<file path="src/rtl/async_fifo_rd_ctrl.sv">
// Read-side controller for the asynchronous FIFO: read pointers, write-pointer
// synchronizer, registered empty/level/underflow and show-ahead data path.
module async_fifo_rd_ctrl #(
    parameter int DATA_WIDTH  = 8,
    parameter int DEPTH       = 16,
    parameter int SYNC_STAGES = 2,
    localparam int ADDR_W     = $clog2(DEPTH)
) (
    input  logic                  r_clk,
    input  logic                  r_rst,
    input  logic [ADDR_W:0]       wptr_gray,
    input  logic                  r_en,
    input  logic [DATA_WIDTH-1:0] mem_r_data,
    output logic [ADDR_W-1:0]     r_addr,
    output logic [DATA_WIDTH-1:0] r_data,
    output logic                  r_empty,
    output logic                  r_underflow,
    output logic [ADDR_W:0]       r_level,
    output logic [ADDR_W:0]       rptr_gray
);

    logic [ADDR_W:0] sync_q [SYNC_STAGES];
    logic [ADDR_W:0] wq_gray;
    logic [ADDR_W:0] wq_bin;
    logic [ADDR_W:0] rbin;
    logic [ADDR_W:0] rbin_next;
    logic [ADDR_W:0] rgray_next;
    logic            pop;

    // Write pointer crosses domains as Gray, so only one bit changes per step
    always_ff @(posedge r_clk or posedge r_rst) begin
        if (r_rst) begin
            for (int i = 0; i < SYNC_STAGES; i++) begin
                sync_q[i] <= '0;
            end
        end else begin
            sync_q[0] <= wptr_gray;
            for (int i = 1; i < SYNC_STAGES; i++) begin
                sync_q[i] <= sync_q[i-1];
            end
        end
    end

    assign wq_gray = sync_q[SYNC_STAGES-1];

    always_comb begin
        wq_bin         = '0;
        wq_bin[ADDR_W] = wq_gray[ADDR_W];
        for (int i = ADDR_W - 1; i >= 0; i--) begin
            wq_bin[i] = wq_bin[i+1] ^ wq_gray[i];
        end
    end

    assign pop        = r_en & ~r_empty;
    assign rbin_next  = rbin + {{ADDR_W{1'b0}}, pop};
    assign rgray_next = rbin_next ^ (rbin_next >> 1);

    // Flags are computed from the post-pop pointer so the last pop raises empty with no bubble
    always_ff @(posedge r_clk or posedge r_rst) begin
        if (r_rst) begin
            rbin        <= '0;
            rptr_gray   <= '0;
            r_empty     <= 1'b1;
            r_underflow <= 1'b0;
            r_level     <= '0;
        end else begin
            rbin        <= rbin_next;
            rptr_gray   <= rgray_next;
            r_empty     <= (rgray_next == wq_gray);
            r_underflow <= r_en & r_empty;
            r_level     <= wq_bin - rbin_next;
        end
    end

    assign r_addr = rbin[ADDR_W-1:0];
    assign r_data = mem_r_data;

endmodule

</file>
<file path="config.mk">
export PLATFORM = sky130hd
export DESIGN_NAME = async_fifo_rd_ctrl
export DESIGN_NICKNAME = d
export VERILOG_FILES = /design/src/rtl/async_fifo_rd_ctrl.sv
export SDC_FILE = /design/constraint.sdc
export NUM_CORES = 1
export LEC_CHECK = 0
export BUFFER_PORTS_ARGS = -buffer_cell sky130_fd_sc_hd__buf_2
export CORE_MARGIN = 4
export CORE_UTILIZATION = 48
export CTS_CLUSTER_SIZE = 25
export DETAILED_ROUTE_END_ITERATION = 16
export PLACE_DENSITY = 0.77
export SLEW_MARGIN = 20
export SYNTH_ARGS = -nofsm -noshare
export SYNTH_HDL_FRONTEND = slang
export SYNTH_SLANG_ARGS = --single-unit
</file>
<file path="constraint.sdc">
create_clock -name r_clk -period 3.1 [get_ports r_clk]
set_clock_uncertainty 0.2 [all_clocks]
set_input_delay 0.62 -clock r_clk [delete_from_list [all_inputs] [get_ports r_clk]]
set_output_delay 0.62 -clock r_clk [all_outputs]
set_load 0.01 [all_outputs]
</file>
Word level (Yosys, flattened, before mapping)
Index checks and enable logic that the tools add are counted.
{ "word_totals": {"register_bits": 27, "output_inout_bits": 24, "wordCells": 18} }
{ "op_classes": {"addsub": 2, "n_eq_ne": 1, "bitwise": 8} }
{ "op_table": {"columns": ["cell", "count"], "rows": [
  ["$add 5x1->5", 1],
  ["$eq 5x5->1", 1],
  ["$sub 5x5->5", 1],
  ["$xor 5x4->5", 1],
  ["$xor 1x1->1", 4],
  ["$and 1x1->1", 2],
  ["$not 1->1", 1]
]} }

Depth between registers and ports, before layout
{ "logic_depth": {"depth_word": 5, "depth_mapped": 10, "mapped_depth_nobuf": 10} }

Worst setup path before layout
No wires, ideal clock.
{ "synth_timing": {"kind": "input to register", "startpoint": "input r_en", "endpoint": "register r_level[4]", "arrival_time_ns": 2.385, "setup_slack_ns": 0.389, "cell_stages": 9, "n_path_buf": 0, "cell_sequence": "nor2b_1 -> ha_1 -> ha_1 -> xor2_2 -> inv_1 -> ha_1 -> a21oi_1 -> maj3_1 -> xnor2_1"} }
{ "synth_via": {"elab_chain_len": 3} }
{ "synth_rtl": {"columns": ["item", "line", "text"], "rows": [
  ["start: declaration", "12", "input logic r_en,"],
  ["$and 1x1->1", "54", "assign pop = r_en & ~r_empty;"],
  ["$add 5x1->5", "55", "assign rbin_next = rbin + {{ADDR_W{1'b0}}, pop};"],
  ["net rbin_next[2]", "26", "logic [ADDR_W:0] rbin_next;"],
  ["$sub 5x5->5", "71", "r_level <= wq_bin - rbin_next;"],
  ["end signal: assignment", "71", null],
  ["end: declaration", "18", "output logic [ADDR_W:0] r_level,"]
]} }
The timed path passes the listed nets, and every way through them passes these cells.

Final worst setup path
{ "layout_timing": {"startpoint": "register sync_q (netlist bit wq_gray[4])", "endpoint": "register r_level[4]"} }
{ "layout_via": {"elab_chain_len": 5} }
{ "layout_rtl": {"columns": ["item", "line", "text"], "rows": [
  ["start: declaration", "22", "logic [ADDR_W:0] sync_q [SYNC_STAGES];"],
  ["start signal: indexed assignment", "39", "sync_q[i] <= sync_q[i-1];"],
  ["$xor 1x1->1 (4 in a row)", "50", "wq_bin[i] = wq_bin[i+1] ^ wq_gray[i];"],
  ["$sub 5x5->5 *", "71", null]
]} }
Mark *: on every way between the ends. The rest lies on a longest branch, timed or not.

==> reports/metrics.cfg <==
[power]
powerDensity_nw_per_um2 = 1103
leakage_nw = 0.6412
vdd_drop_max_mv = 0.5439

[finish]
n_antenna_cell = 0
drive_gt1_frac = 0.3084
stdcell_count = 135
areaGrowthSynthToFinish_pct = 9.503
fin_nets = 130

[die]
rows = 17
core_area_sq_um = 2276
num_io_pins = 40
die_h_um = 57.69
die_x_um = 57.69
die_area_sq_um = 3328
initial_core_util = 0.5206

[route]
drtAntennaViolNets = 0
vias = 658
drcViolationCount = 0
drt_wl_total_um = 1753
wl_per_cell_um = 12.99
dr.pass1.iters = 4
drtIter0Drc = 4
via_per_inst = 4.874

[sta]
worstMarginPinSlew_ns = 0.8864
fin_ws_ns = 0.3285
hold_viol_final = 0
period_share = 0.8940
clock.fmax_mhz = 360.8
setup-tns-final_ns = 0
slew_headroom = 0.4054
setup_viol = 0
period_minus_slack_ns = 2.771
finalMaxSlewViolations = 0
rsz0062_at_grt = no

[clock_network]
cts_num_sinks = 26
post-cts-setup-buffers = 0
cts-root-buf = clkbuf_4
clk_transition_reported_paths_ns = 0.13
numCtsBuffers = 3
cts_resized = 0
ctsLongestPathBuffers = 2
insertion_delay_ns = 0.31
htreeDepth = 1
cts_tree = yes
holdBufCountCts = 0

[synthesis]
synth_area_leader_cell = dfrtp_1
synth_cells = 88
synth.top_cell.area_share = 0.5280
synth_fp_nets = 110
yosysWarnings = 0
synth_area_leaders = dfrtp_1, xor2_1, xnor2_1
synth_cell_types = 25
netlist_area_sq_um = 1185
seq_area_frac_synth = 0.5502
ys_seq_elements = 26
syn_area_per_cell_sq_um = 13.46

[run_status]
status = finished, final reports clean

[place]
dp.cells = 131
dp_worst_setup_slack_ns = 0.2137
hpwl_um = 1386
gp_congestion = 0.7284
port-buffer-count = 23

[min_path]
min_path_type = in -> async

[setup_path]
crit_path_start_kind = register
regToRegSetupSlack_ns = 0.33
cp_max_fo = 3
crit_arrival_ns = 2.82
worstPathRequired_ns = 3.15
crit_type = reg -> reg
critPathCaptureType = register

[global_routing]
overflow = 0
grt_pass1_wl_um = 2932
grt_usage = 0.1181
grt_max_degree = 27
grt_pass1_vias = 664
antenna_found_initial = 0

[flow_run]
maxCapViolCount = 0

sequential cells by signal, summed over array words and instances, names as in the netlist:
name and cells:
r_level 5, rbin 5, sync_q 5, wq_gray 5, rptr_gray 4, r_empty 1
r_underflow 1
cells by family (layout without fill, tap and decap cells):
group,count (synthesis),in the layout,synth area share
simple gates,10,10,0.04859
compound gates,6,6,0.04013
mux,1,1,0.008448
fa+ha+maj,7,7,0.07814
buf+inv,15,34,0.07920
flops,26,26,0.5502
xor+xnor,23,23,0.1954
cells in the mapped netlist (all sizes together):
master / instances
nor2b: 1
a21boi: 1
dfstp: 1
a21o: 1
ha: 5
and2: 1
maj3: 1
nand2: 3
nand2b: 1
xnor2: 12
mux2i: 1
and4b: 1
dfrtp: 25
nand3: 2
fa: 1
o211a: 1
inv: 6
a21oi: 2
buf: 9
xor2: 11
a22oi: 1
nand3b: 1
path summary, 6_finish.rpt:
kind | start | endpoint | depth (start not counted)
max | wq_gray[4]$_DFF_PP0_ | r_level[4]$_DFF_PP0_ | 10
min in group r_clk | sync_q[8]$_DFF_PP0_ | wq_gray[3]$_DFF_PP0_ | 0
min reg2reg | sync_q[8]$_DFF_PP0_ | wq_gray[3]$_DFF_PP0_ | 0
max reg2reg | wq_gray[4]$_DFF_PP0_ | r_level[4]$_DFF_PP0_ | 10
min | r_rst | rbin[0]$_DFF_PP0_ | 2
max in group asynchronous | r_rst | rbin[4]$_DFF_PP0_ | 2
metal layers:
| metal | vias to the layer above | routed length, um | GRT usage |
|---|---|---|---|
| li1 | 308 | - | - |
| met1 | 311 | 700 | 0.1418 |
| met5 | - | 0 | 0 |
| met4 | 0 | 56 | 0.07616 |
| met2 | 30 | 845 | 0.1919 |
| met3 | 9 | 151 | 0.02450 |
power by group:
group          total (W)  internal (W)  switching [W]
logic           0.000754      0.000363       0.000391
clock network   0.000141     0.0000503      0.0000907
registers       0.000536      0.000461      0.0000752
total            0.00143      0.000875       0.000557
final cells by class:
cell class,count,area (sq um)
Fill cell,179,978.4
Sequential cell,26,651.9
Multi-Input combinational cell,47,439.2
Timing Repair Buffer,24,122.6
Tap cell,28,35.03
Clock buffer,4,26.28
Inverter,6,22.52
worst max-delay path: stages (launching register included):
cell and delay (ns):
dfrtp_1 0.44, xnor2_2 0.29, xnor2_2 0.16, xor2_1 0.34, xnor2_1 0.17, ha_1 0.17, inv_1 0.06, fa_1 0.40
a21oi_1 0.17, maj3_1 0.19, xnor2_1 0.11
layout by cell type (no fill, tap or decap), types with 3 or more instances in the layout:
cell type	synthesis	layout
dfrtp_1	25	25
clkbuf_4	0	3
ha_1	5	5
xor2_1	10	10
inv_1	6	5
xnor2_2	3	3
nand2_1	3	3
xnor2_1	9	9
buf_2	0	23
through the flow:
stage	hold WS, ns	total power (W)	instance area (sq um)	utilization
2_1_floorplan	0.1312	0.001106	1185	-
3_3_place_gp	0.1324	0.001277	1271	0.5585
3_5_place_dp	0.1358	0.001312	1271	0.5585
4_1_cts	0.1651	0.001457	1297	0.5701
5_1_grt	0.1738	0.001552	1297	0.5701
6_report	0.1611	0.001431	1297	0.5701
Note: power is estimated with default switching activity, not from simulation.
